==> config.mk <==
export PLATFORM = sky130hd
export DESIGN_NAME = tap_sched
export DESIGN_NICKNAME = d
export VERILOG_FILES = /design/src/rtl/tap_sched.sv
export SDC_FILE = /design/constraint.sdc
export NUM_CORES = 1
export LEC_CHECK = 0
export ABC_AREA = 1
export BUFFER_PORTS_ARGS = -buffer_cell sky130_fd_sc_hd__buf_2
export CAP_MARGIN = 20
export CORE_MARGIN = 3
export CORE_UTILIZATION = 50
export CTS_BUF_LIST = sky130_fd_sc_hd__clkbuf_4 sky130_fd_sc_hd__clkbuf_8 sky130_fd_sc_hd__clkbuf_16
export DETAILED_ROUTE_END_ITERATION = 8
export MAX_ROUTING_LAYER = met4
export PLACE_DENSITY = 0.76
export RECOVER_POWER = 100
export SETUP_SLACK_MARGIN = 0.3
export SLEW_MARGIN = 25
export SYNTH_ARGS = -nofsm -noshare
export SYNTH_HDL_FRONTEND = slang
export SYNTH_SLANG_ARGS = --single-unit
==> constraint.sdc <==
create_clock -name Clk -period 1.46 [get_ports Clk]
set_input_delay 0.146 -clock Clk [delete_from_list [all_inputs] [get_ports Clk]]
set_output_delay 0.146 -clock Clk [all_outputs]
set_load 0.1 [all_outputs]
==> src/rtl/tap_sched.sv <==
// tap_sched -- issue scheduler for a symmetric FIR with LANES complex multipliers.
//
// A pass walks the G coefficient groups in order, one group per cycle.
// hold inserts bubbles without losing the position in the pass. The
// first/last/valid tags of each issued group are delayed by PIPE_LAT cycles
// so that they line up with the multiplier outputs at the accumulator.
//
// Ports
//   Clk       rising-edge clock
//   Reset     synchronous, active-high reset; overrides every other input
//   empty     sample store holds no unprocessed sample
//   PushCoef  coefficient write this cycle; blocks the start of a new pass
//   hold      freeze group issue
//   grpSel    group index driving the sample/coef muxes
//   laneEn    per-lane enable for the issued group (0 when nothing is issued)
//   mulValid  the group on grpSel/laneEn is issued to the multipliers
//   first     issued group is group 0
//   last      issued group is group G-1
//   canShift  sample store may advance (same cycle as last)
//   accValid  multiplier results valid at the accumulator
//   accClr    accumulator loads instead of adding
//   accLast   final partial sum; accumulator pushes its result
//   busy      a pass is issuing or results are in flight
//   passCnt   completed passes, modulo 256
module tap_sched #(
    parameter int N_TAPS_HALF = 16,
    parameter int LANES       = 4,
    parameter int PIPE_LAT    = 4,
    localparam int G          = (N_TAPS_HALF + LANES - 1) / LANES,
    localparam int GW         = (G > 1) ? $clog2(G) : 1
) (
    input  logic             Clk,
    input  logic             Reset,
    input  logic             empty,
    input  logic             PushCoef,
    input  logic             hold,
    output logic [GW-1:0]    grpSel,
    output logic [LANES-1:0] laneEn,
    output logic             mulValid,
    output logic             first,
    output logic             last,
    output logic             canShift,
    output logic             accValid,
    output logic             accClr,
    output logic             accLast,
    output logic             busy,
    output logic [7:0]       passCnt
);

    localparam logic [0:0] IDLE  = 1'b0;
    localparam logic [0:0] ISSUE = 1'b1;

    logic [0:0]       state, state_n;
    // nxt is the next group still to be issued in this pass; grpSel only
    // shows the most recently issued group, so hold can keep it steady.
    logic [GW-1:0]    nxt, nxt_n, issue_grp;
    logic             issue, is_first, is_last;
    logic [LANES-1:0] lane_n;

    // Stage 0 is the issue stage itself (mulValid/first/last); stage
    // PIPE_LAT lines up with the multiplier outputs.
    logic [PIPE_LAT:0] vld_pipe, fst_pipe, lst_pipe;

    always_comb begin
        state_n   = state;
        nxt_n     = nxt;
        issue     = 1'b0;
        issue_grp = nxt;
        case (state)
            IDLE: begin
                if (!empty && !hold && !PushCoef) begin
                    state_n   = ISSUE;
                    issue     = 1'b1;
                    issue_grp = '0;
                end
            end
            default: begin
                // The cycle showing group G-1 always ends the pass, which
                // forces one IDLE cycle between passes.
                if (last)
                    state_n = IDLE;
                else if (!hold)
                    issue = 1'b1;
            end
        endcase
        if (issue)
            nxt_n = issue_grp + GW'(1);
        is_first = issue && (issue_grp == '0);
        is_last  = issue && (int'(issue_grp) == G - 1);
        lane_n   = '0;
        for (int l = 0; l < LANES; l++)
            lane_n[l] = issue && ((int'(issue_grp) * LANES + l) < N_TAPS_HALF);
    end

    always_ff @(posedge Clk) begin
        if (Reset) begin
            state    <= IDLE;
            nxt      <= '0;
            grpSel   <= '0;
            laneEn   <= '0;
            vld_pipe <= '0;
            fst_pipe <= '0;
            lst_pipe <= '0;
            busy     <= 1'b0;
            passCnt  <= '0;
        end else begin
            state    <= state_n;
            nxt      <= nxt_n;
            if (issue)
                grpSel <= issue_grp;
            laneEn   <= lane_n;
            vld_pipe <= {vld_pipe[PIPE_LAT-1:0], issue};
            fst_pipe <= {fst_pipe[PIPE_LAT-1:0], is_first};
            lst_pipe <= {lst_pipe[PIPE_LAT-1:0], is_last};
            // Next-cycle view: stages 1..PIPE_LAT take the current 0..PIPE_LAT-1.
            busy     <= (state_n == ISSUE) || (|vld_pipe[PIPE_LAT-1:0]);
            passCnt  <= passCnt + 8'(accLast);
        end
    end

    assign mulValid = vld_pipe[0];
    assign first    = fst_pipe[0];
    assign last     = lst_pipe[0];
    assign canShift = lst_pipe[0];
    assign accValid = vld_pipe[PIPE_LAT];
    assign accClr   = fst_pipe[PIPE_LAT];
    assign accLast  = lst_pipe[PIPE_LAT];

endmodule
==> results of run 1 <==
registers in the layout, indices dropped and copies added, names as in the netlist:
name / count
grpSel: 2
passCnt: 8
vld_pipe: 4
state: 1
fst_pipe: 5
lst_pipe: 5
laneEn: 1
nxt: 2
busy: 1
layout make-up:
type                            instances  area share [%]
Clock inverter                          2           0.727
Multi-Input combinational cell         75            27.6
Tap cell                               27            2.45
Timing Repair Buffer                   32            15.5
Clock buffer                            6            3.27
Sequential cell                        29            44.1
Inverter                               23            6.27
stage by stage:
stage               hold WS [ns]  total power (uW)  cell area, sq um  setup WS, ns
CTS                        0.161              1470              1400         0.183
finish                     0.178              1470              1380         0.174
detailed placement         0.394               999              1260         0.236
floorplan                  0.344               974              1140         0.179
global placement           0.388               996              1260         0.299
global route               0.198              1530              1380         0.133
worst max path at each step:
stage	start	to	slack, ns	depth (start not counted)
floorplan	passCnt[0]	passCnt[6]	0.18	5
global placement	state	nxt[1]	0.30	7
detailed placement	state	nxt[1]	0.24	7
CTS	laneEn[2]	laneEn[1]	0.18	1
global route	passCnt[4]	passCnt[4]	0.13	1
finish	passCnt[4]	passCnt[4]	0.17	1
synthesized netlist by cell type (all sizes together):
master and number:
clkbuf 2, xnor2 1, dfxtp 29, a21oi 4
inv 23, o21ai 3, nand2 24, nand3 8
nor2 31, xor2 1, buf 5, ha 3
report_power, final:
group	switching, uW	total [uW]	internal, uW
Sequential	10.7	807	796
Clock	259	461	201
Combinational	153	199	46.1
routing by layer:
layer	global-route usage [%]	up-vias
li1	-	458
met1	16.0	412
met2	31.8	23
met3	8.02	7
met4	9.17	0
met5	-	-
cells by family (layout without fill, tap and decap cells):
family	count (synthesis)	in the layout	share of synthesized area, %
compound gates	7	7	3.29
simple gates	63	63	24.6
fa+ha+maj	3	3	3.53
buf+inv	30	63	12.4
xor+xnor	2	2	1.65
flops	29	29	54.6
what timing repair did:
action	CTS	global route
pin swaps	4	6
gates cloned	0	0
buffers inserted	4	1
endpoints found under the setup margin	23	10
hold buffers	0	0
gates resized for setup	19	23
==> metrics.yaml, run 1 <==
final_layout:
  layout_commonest_cell: "nor2_1"
  synthToLayoutAreaGrowth_pct: 29.5
  fillers: 172
  multi_input_area_sq_um: 380
  final_cell_mix: "28 x nor2_1, 22 x inv_1, 20 x nand2_1"
  post_layout_nonfiller_instances: 194
  post-route-util_pct: 69.5
  nNetsFinal: 174
  n_antenna_cell: 0
  seqCellArea_sq_um: 608
  drive_gt1_share_pct: 35.9
detailed_routing:
  num_vias: 900
  routed.top_layer: "met4"
  drc: 0
  wl_met1_microns: 791
  drt_wl_total_microns: 2090
  wl_met3_microns: 128
  met2_length_microns: 1110
  firstDrtPassIters: 4
  viasPerCell: 4.64
  wl_per_cell_microns: 10.8
  ant_nets: 0
  initialDrtViolationCount: 9
sta:
  max_freq_ghz: 0.778
  fin_crit_ns: 1.29
  fin_crit_sh_pct: 88.1
  hold_viol_final: 0
  finalMaxSlewViolations: 0
  max-slew-margin-rel_pct: 64.1
  rsz0062_at_grt: "true"
  tightest_slew_ns: 0.541
  final.setup_skew_ns: 0.00763
  finalSetupTns_ns: 0
  setup_viol: 0
floorplan:
  die_h_microns: 52.1
  core.rowCount: 16
  coreArea_sq_um: 1980
  chipWidth_microns: 52.1
  die-area_sq_um: 2720
  initial_utilization_pct: 53.7
  io_pins: 27
synth:
  synth_cells: 134
  synth_area_per_cell_sq_um: 7.94
  yosys-top-cells-area: "dfxtp_1 55%, nor2_1 10%, inv_1 8.1%, nand2_1 7.8%, nand3_1 3.8%"
  yosys_warnings: 0
  yosys.area.top_type: "dfxtp_1"
  synthesis.nets: 142
  yosys.area.top_type_share_pct: 54.6
  ys_seq_area_share_pct: 54.6
  ys_ff_latch: 29
  syn_area_sq_um: 1060
  synthDistinctLibCells: 15
clock_tree:
  cts-root-buf: "clkbuf_4"
  tritoncts: "built"
  clock_latency_ns: 0.32
  htree_levels: 2
  clk_pin_slew_worst_paths_ns: 0.09
  numCtsBuffers: 5
  cts.sinks: 29
  clockBufferDepth: 2
global_route:
  grt_pass1_vias: 840
  grt_usage_pct: 18.0
  grt_overflow: 0
  grt_max_degree: 21
  grt_pass1_wl_microns: 3350
  grt_antenna_before_repair: 0
worst_setup_path:
  crit_type: "reg -> out"
  crit_path_start_kind: "flop"
  cp_max_fo: 4
  cp_slowest_stage_delay_ns: 0.45
  crit_path_end_kind: "output port"
  timing.rr.end: "passCnt[4]"
  crit_slowest_cell: "clkbuf_2"
  required_ns: 1.31
  r2r-start: "passCnt[0]"
  crit_chain: "clkbuf_2"
  crit_family: "buffers and inverters"
  ff2ff_setup_slack_ns: 0.25
  critPathBufInv: 1
  r2r_cells: 5
  crit_arrival_ns: 1.14
placement:
  dp_hpwl_microns: 1400
  gp_congestion: 0.693
  dp_cells: 181
  io_buffers: 26
power:
  peakVddDrop_uv: 824
  p_per_area_nw_per_um2: 1060
  power_leakage_uw: 0.000642
run_status:
  status: "complete, no violations"
worst_hold_path:
  min_from: "Reset"
  min_to: "passCnt[5]"
  hp-class: "in -> reg"
  hold_depth: 4
flow_run:
  cap_viol_max_count: 0
(Power assumes the default switching activity.)
==> run 2: changes to the inputs <==
CORE_UTILIZATION = 54   (was 50)
CTS_CLUSTER_DIAMETER = 200   (was not set)
PLACE_DENSITY = 0.81   (was 0.76)
clock period = 1.5 ns   (was 1.46 ns; I/O delays follow)
==> run 2 against run 1 <==
Effect of this change: sequential power decreased by 2.9%; combinational power shrank 7%; clock-buffer cell count grew 2; global-route usage rose by 1.5 points; largest cell class unchanged.
==> metrics.yaml, run 2 (same netlist as run 1, synthesis figures left out) <==
run_status:
  status: "complete, no violations"
power:
  peakVddDrop_uv: 819  # -0.61%
  p_switching_uw: 404  # -4.5%
  p_sw_share_pct: 27.7  # -1.1 points
  internal_power_uw: 1050  # +0.86%
  power_leakage_uw: 0.000631  # -1.7%
  seqPwrFrac_pct: 53.8  # -1.2 points
  p_clk_share_pct: 33.4  # +2.0 points
  comb_power_share_pct: 12.7  # -0.9 points
  p_per_area_nw_per_um2: 1090  # +2.4%
placement:
  dp_hpwl_microns: 1370  # -2.6%
  dp_cells: 179  # -1.1%
  io_buffers: 26  # unchanged
  gp_congestion: 0.804  # +16%
global_route:
  grt_antenna_before_repair: 0  # unchanged
  grt_pass1_vias: 859  # +2.3%
  grt_usage_pct: 19.5  # +1.5 points
  grt_overflow: 0  # unchanged
  grt_pass1_wl_microns: 3500  # +4.3%
  grt_max_degree: 21  # unchanged
clock_tree:
  htree_levels: 2  # unchanged
  clock_latency_ns: 0.32  # about the same
  cts-root-buf: "clkbuf_4"
  clk_pin_slew_worst_paths_ns: 0.08  # about the same
  tritoncts: "built"
  clockBufferDepth: 2  # unchanged
  numCtsBuffers: 5  # unchanged
  cts.sinks: 29  # unchanged
  ctsHoldBuffers: 0  # unchanged
floorplan:
  coreArea_sq_um: 1800  # -9.1%
  die-area_sq_um: 2540  # -6.6%
  io_pins: 27  # unchanged
  chipWidth_microns: 50.4  # -3.3%
  die_h_microns: 50.4  # -3.3%
  initial_utilization_pct: 59.0  # +5.4 points
  core.rowCount: 15  # -1
final_layout:
  seqCellArea_sq_um: 608  # unchanged
  largest_reg_flops: 8  # unchanged
  layout_commonest_cell: "nor2_1"
  multi_input_area_sq_um: 367  # -3.6%
  nNetsFinal: 173  # -0.57%
  drive_gt1_share_pct: 33.7  # -2.2 points
  fillers: 166  # -3.5%
  post_layout_nonfiller_instances: 191  # -1.5%
  post-route-util_pct: 74.2  # +4.7 points
  final_cell_mix: "28 x nor2_1, 22 x nand2_1, 22 x inv_1"
  largest-register: "passCnt"
  n_antenna_cell: 0  # unchanged
  reg.largest.list: "passCnt: 8 flops, fst_pipe: 5 flops, lst_pipe: 5 flops"
  synthToLayoutAreaGrowth_pct: 25.6
worst_setup_path:
  cp_slowest_stage_delay_ns: 0.45  # about the same
  required_ns: 1.35  # +0.04 ns
  crit_path_end_kind: "output port"
  crit_arrival_ns: 1.15  # about the same
  crit_path_start_kind: "flop"
  critPathBufInv: 1  # unchanged
  crit_family: "buffers and inverters"
  crit_slowest_cell: "clkbuf_2"
  cp_max_fo: 5  # +1
  crit_chain: "clkbuf_2"
  crit_type: "reg -> out"
sta:
  hold_ws_ns: 0.184  # +0.00631 ns
  fin_crit_sh_pct: 86.5
  rsz0062_at_grt: "false"
  finalSetupTns_ns: 0  # unchanged
  max-slew-margin-rel_pct: 63.9  # -0.20 points
  max_freq_ghz: 0.771
  tightest_slew_ns: 0.544  # +0.00301 ns
  finalMaxSlewViolations: 0  # unchanged
  final.setup_skew_ns: 0.00350  # -0.00414 ns
  setup_viol: 0  # unchanged
  hold_viol_final: 0  # unchanged
  fin_crit_ns: 1.30
detailed_routing:
  firstDrtPassIters: 5  # +1
  wl_per_cell_microns: 11.1  # +3.3%
  viasPerCell: 4.72  # +1.7%
  num_vias: 901  # +0.11%
  initialDrtViolationCount: 11  # +2
  drc: 0  # unchanged
  drt_wl_total_microns: 2130  # +1.7%
  ant_nets: 0  # unchanged
worst_hold_path:
  hp-class: "in -> reg"
flow_run:
  cap_viol_max_count: 0  # unchanged
-- run 2: cell types whose count changed in the layout (fill, tap and decap cells not counted), moves of 2 or more --
cell	before	now
clkinv_2	2	0
buf_4	7	12
nand2_1	20	22
buf_6	6	0
clkbuf_4	6	8
-- run 2: metrics by stage --
stage | instance area, sq um | power, uW | worst slack (ns)
after floorplan | 1130 | 947 | 0.219
after global placement | 1260 | 967 | 0.317
after detailed placement | 1260 | 971 | 0.230
after CTS | 1370 | 1470 | 0.223
after global routing | 1340 | 1520 | 0.153
final | 1340 | 1460 | 0.202
-- run 2: final cells by class --
class,count,share of cell area [%]
sequential,29,45.5
multi-input combinational,75,27.4
timing repair buffer,31,13.8
inverter,23,6.46
clock buffer,8,4.49
tap,25,2.34
-- run 2: path summary, 6_finish.rpt --
kind                            cells past startpoint          end  slack [ns]         from
worst max-delay path                                1   passCnt[3]        0.20   passCnt[3]
worst min-delay path                                4   passCnt[5]        0.18        Reset
worst max register to register                      7    grpSel[0]        0.24        state
worst min register to register                      2  fst_pipe[4]        0.40  fst_pipe[3]
-- run 2: metal layers --
layer / GRT usage (%) / vias up / part of all wire (%)
met2: 32.4 / 36 / 49
met5: - / - / 0
met3: 10.4 / 7 / 9.4
li1: - / 454 / -
met1: 18.6 / 404 / 39
met4: 8.97 / 0 / 2.9
-- run 2: timing repair --
action,in CTS,in global routing
resized for setup,20,13
pin swaps,1,4
setup buffers,1,3
setup endpoints to repair,23,6
-- run 2: power groups by stage --
stage	logic (uW)	registers (uW)	clock network, uW
final	186	784	487
after floorplan	84.3	862	0
after detailed placement	175	796	0
after CTS	185	779	504
after global placement	172	795	0
after global routing	196	787	540
==> run 3: changes to the inputs <==
CTS_BUF_LIST = sky130_fd_sc_hd__clkbuf_16   (was sky130_fd_sc_hd__clkbuf_4 sky130_fd_sc_hd__clkbuf_8 sky130_fd_sc_hd__clkbuf_16)
==> run 3 against run 2 <==
Effect of this change: combinational power about the same; final cell count unchanged; register-to-register slack about the same; non-clock buffer count unchanged; die area unchanged.
==> metrics.yaml, run 3 (same netlist as run 1, synthesis figures left out) <==
run_status:
  status: "complete, no violations"
power:
  comb_power_share_pct: 9.8  # -2.9 points
  p_sw_share_pct: 24.7  # -3.0 points
  p_clk_share_pct: 48.0  # +15 points
  peakVddDrop_uv: 1220  # +49%
  seqPwrFrac_pct: 42.2  # -12 points
  power_leakage_uw: 0.000668  # +5.9%
  p_per_area_nw_per_um2: 1350  # +24%
  p_switching_uw: 461  # +14%
  internal_power_uw: 1410  # +34%
final_layout:
  drive_gt1_share_pct: 30.7  # -3.0 points
  largest-register: "passCnt"
  synthToLayoutAreaGrowth_pct: 30.2
  reg.largest.list: "passCnt: 8 flops, fst_pipe: 5 flops, lst_pipe: 5 flops"
  post-route-util_pct: 76.9  # +2.7 points
  final_cell_mix: "28 x nor2_1, 25 x inv_1, 23 x nand2_1"
  post_layout_nonfiller_instances: 191  # unchanged
  fillers: 146  # -12%
  largest_reg_flops: 8  # unchanged
  n_antenna_cell: 0  # unchanged
  layout_commonest_cell: "nor2_1"
  fin_area_sq_um: 1390  # +3.7%
  nNetsFinal: 173  # unchanged
floorplan:
  io_pins: 27  # unchanged
  coreArea_sq_um: 1800  # unchanged
  chipWidth_microns: 50.4  # unchanged
  die_h_microns: 50.4  # unchanged
  core.rowCount: 15  # unchanged
  initial_utilization_pct: 59.0  # unchanged
  die-area_sq_um: 2540  # unchanged
sta:
  final.setup_skew_ns: 0.00144  # -0.00205 ns
  fin_crit_sh_pct: 88.7  # +2.1 points
  fin_crit_ns: 1.33  # +0.0322 ns
  max_freq_ghz: 0.752  # -2.4%
  hold_viol_final: 0  # unchanged
  fin_ws_ns: 0.170  # -0.0322 ns
  max-slew-margin-rel_pct: 63.5  # -0.40 points
  setup_viol: 0  # unchanged
  finalSetupTns_ns: 0  # unchanged
  rsz0062_at_grt: "true"
  finalMaxSlewViolations: 0  # unchanged
  tightest_slew_ns: 0.550  # +0.00610 ns
worst_setup_path:
  critPathBufInv: 1  # unchanged
  cp_slowest_stage_delay_ns: 0.49  # +0.04 ns
  crit_slowest_cell: "clkbuf_2"
  crit_family: "buffers and inverters"
  crit_type: "reg -> out"
  cp_max_fo: 6  # +1
  required_ns: 1.35  # about the same
  crit_path_end_kind: "output port"
  crit_arrival_ns: 1.18  # +0.03 ns
  crit_chain: "clkbuf_2"
  crit_path_start_kind: "flop"
flow_run:
  cap_viol_max_count: 0  # unchanged
detailed_routing:
  drt_wl_total_microns: 2220  # +4.5%
  ant_nets: 0  # unchanged
  num_vias: 908  # +0.78%
  firstDrtPassIters: 4  # -1
  viasPerCell: 4.75  # +0.78%
  initialDrtViolationCount: 22  # +11
  drc: 0  # unchanged
  wl_per_cell_microns: 11.6  # +4.5%
placement:
  io_buffers: 26  # unchanged
  gp_congestion: 0.804  # unchanged
  dpl_cell_area_sq_um: 1260  # unchanged
  dp_cells: 179  # unchanged
  dp_slack_ns: 0.230  # unchanged
  dp_hpwl_microns: 1370  # unchanged
global_route:
  grt_max_degree: 21  # unchanged
  grt_pass1_vias: 934  # +8.7%
  grt_antenna_before_repair: 0  # unchanged
  grt_overflow: 0  # unchanged
  grt_usage_pct: 19.6  # +0.064 points
  grt_pass1_wl_microns: 3580  # +2.4%
clock_tree:
  clk_pin_slew_worst_paths_ns: 0.05  # -0.03 ns
  clock_latency_ns: 0.27  # -0.05 ns
  numCtsBuffers: 5  # unchanged
  cts.sinks: 29  # unchanged
  htree_levels: 2  # unchanged
  clockBufferDepth: 2  # unchanged
  tritoncts: "built"
  ctsHoldBuffers: 0  # unchanged
  cts-root-buf: "clkbuf_16"
worst_hold_path:
  hp-class: "in -> reg"
run 3: cell types whose count changed in the layout (fill, tap and decap cells not counted), moves of 3 or more:
| cell | delta |
|---|---|
| buf_4 | -8 |
| clkbuf_2 | +5 |
| inv_1 | +3 |
| clkbuf_16 | +5 |
| clkbuf_4 | -5 |
run 3: repair_timing:
item                                    4_1_cts  5_1_grt
pin swaps                                     1        5
endpoints found under the setup margin        5       10
hold endpoints to repair                      0        0
setup buffers                                 1        3
resized for setup                             5       13
run 3: power by group through the flow:
stage               registers, uW  logic, uW  clock network (uW)
finish                        788        183                 897
global route                  789        194                 943
CTS                           782        179                 904
detailed placement            796        175                   0
global placement              795        172                   0
floorplan                     862       84.3                   0
run 3: layer usage:
layer | share of wire, % | GRT usage [%]
met1 | 42 | 18.8
met2 | 51 | 33.7
met3 | 6.4 | 8.01
met4 | 0.99 | 9.87
met5 | 0 | -
run 3: through the flow:
stage	hold WS [ns]	power, uW
global route	0.285	1930
global placement	0.386	967
CTS	0.246	1860
floorplan	0.348	947
finish	0.252	1870
detailed placement	0.392	971
run 3: cell type report:
class                   count  area, sq um  area share [%]
flip-flops and latches     29          608            43.9
inverters                  23         86.3            6.23
well taps                  25         31.3            2.26
clock inverters             3         11.3           0.813
multi-input cells          75          352            25.4
repair buffers             31          171            12.4
clock buffers               5          125            9.03
run 3: final timing paths:
path	to	startpoint	cells after the start	slack, ns
max	laneEn[0]	laneEn[2]	1	0.17
min	grpSel[0]	Reset	4	0.25
max reg2reg	nxt[1]	state	7	0.25
min reg2reg	lst_pipe[4]	lst_pipe[3]	2	0.40
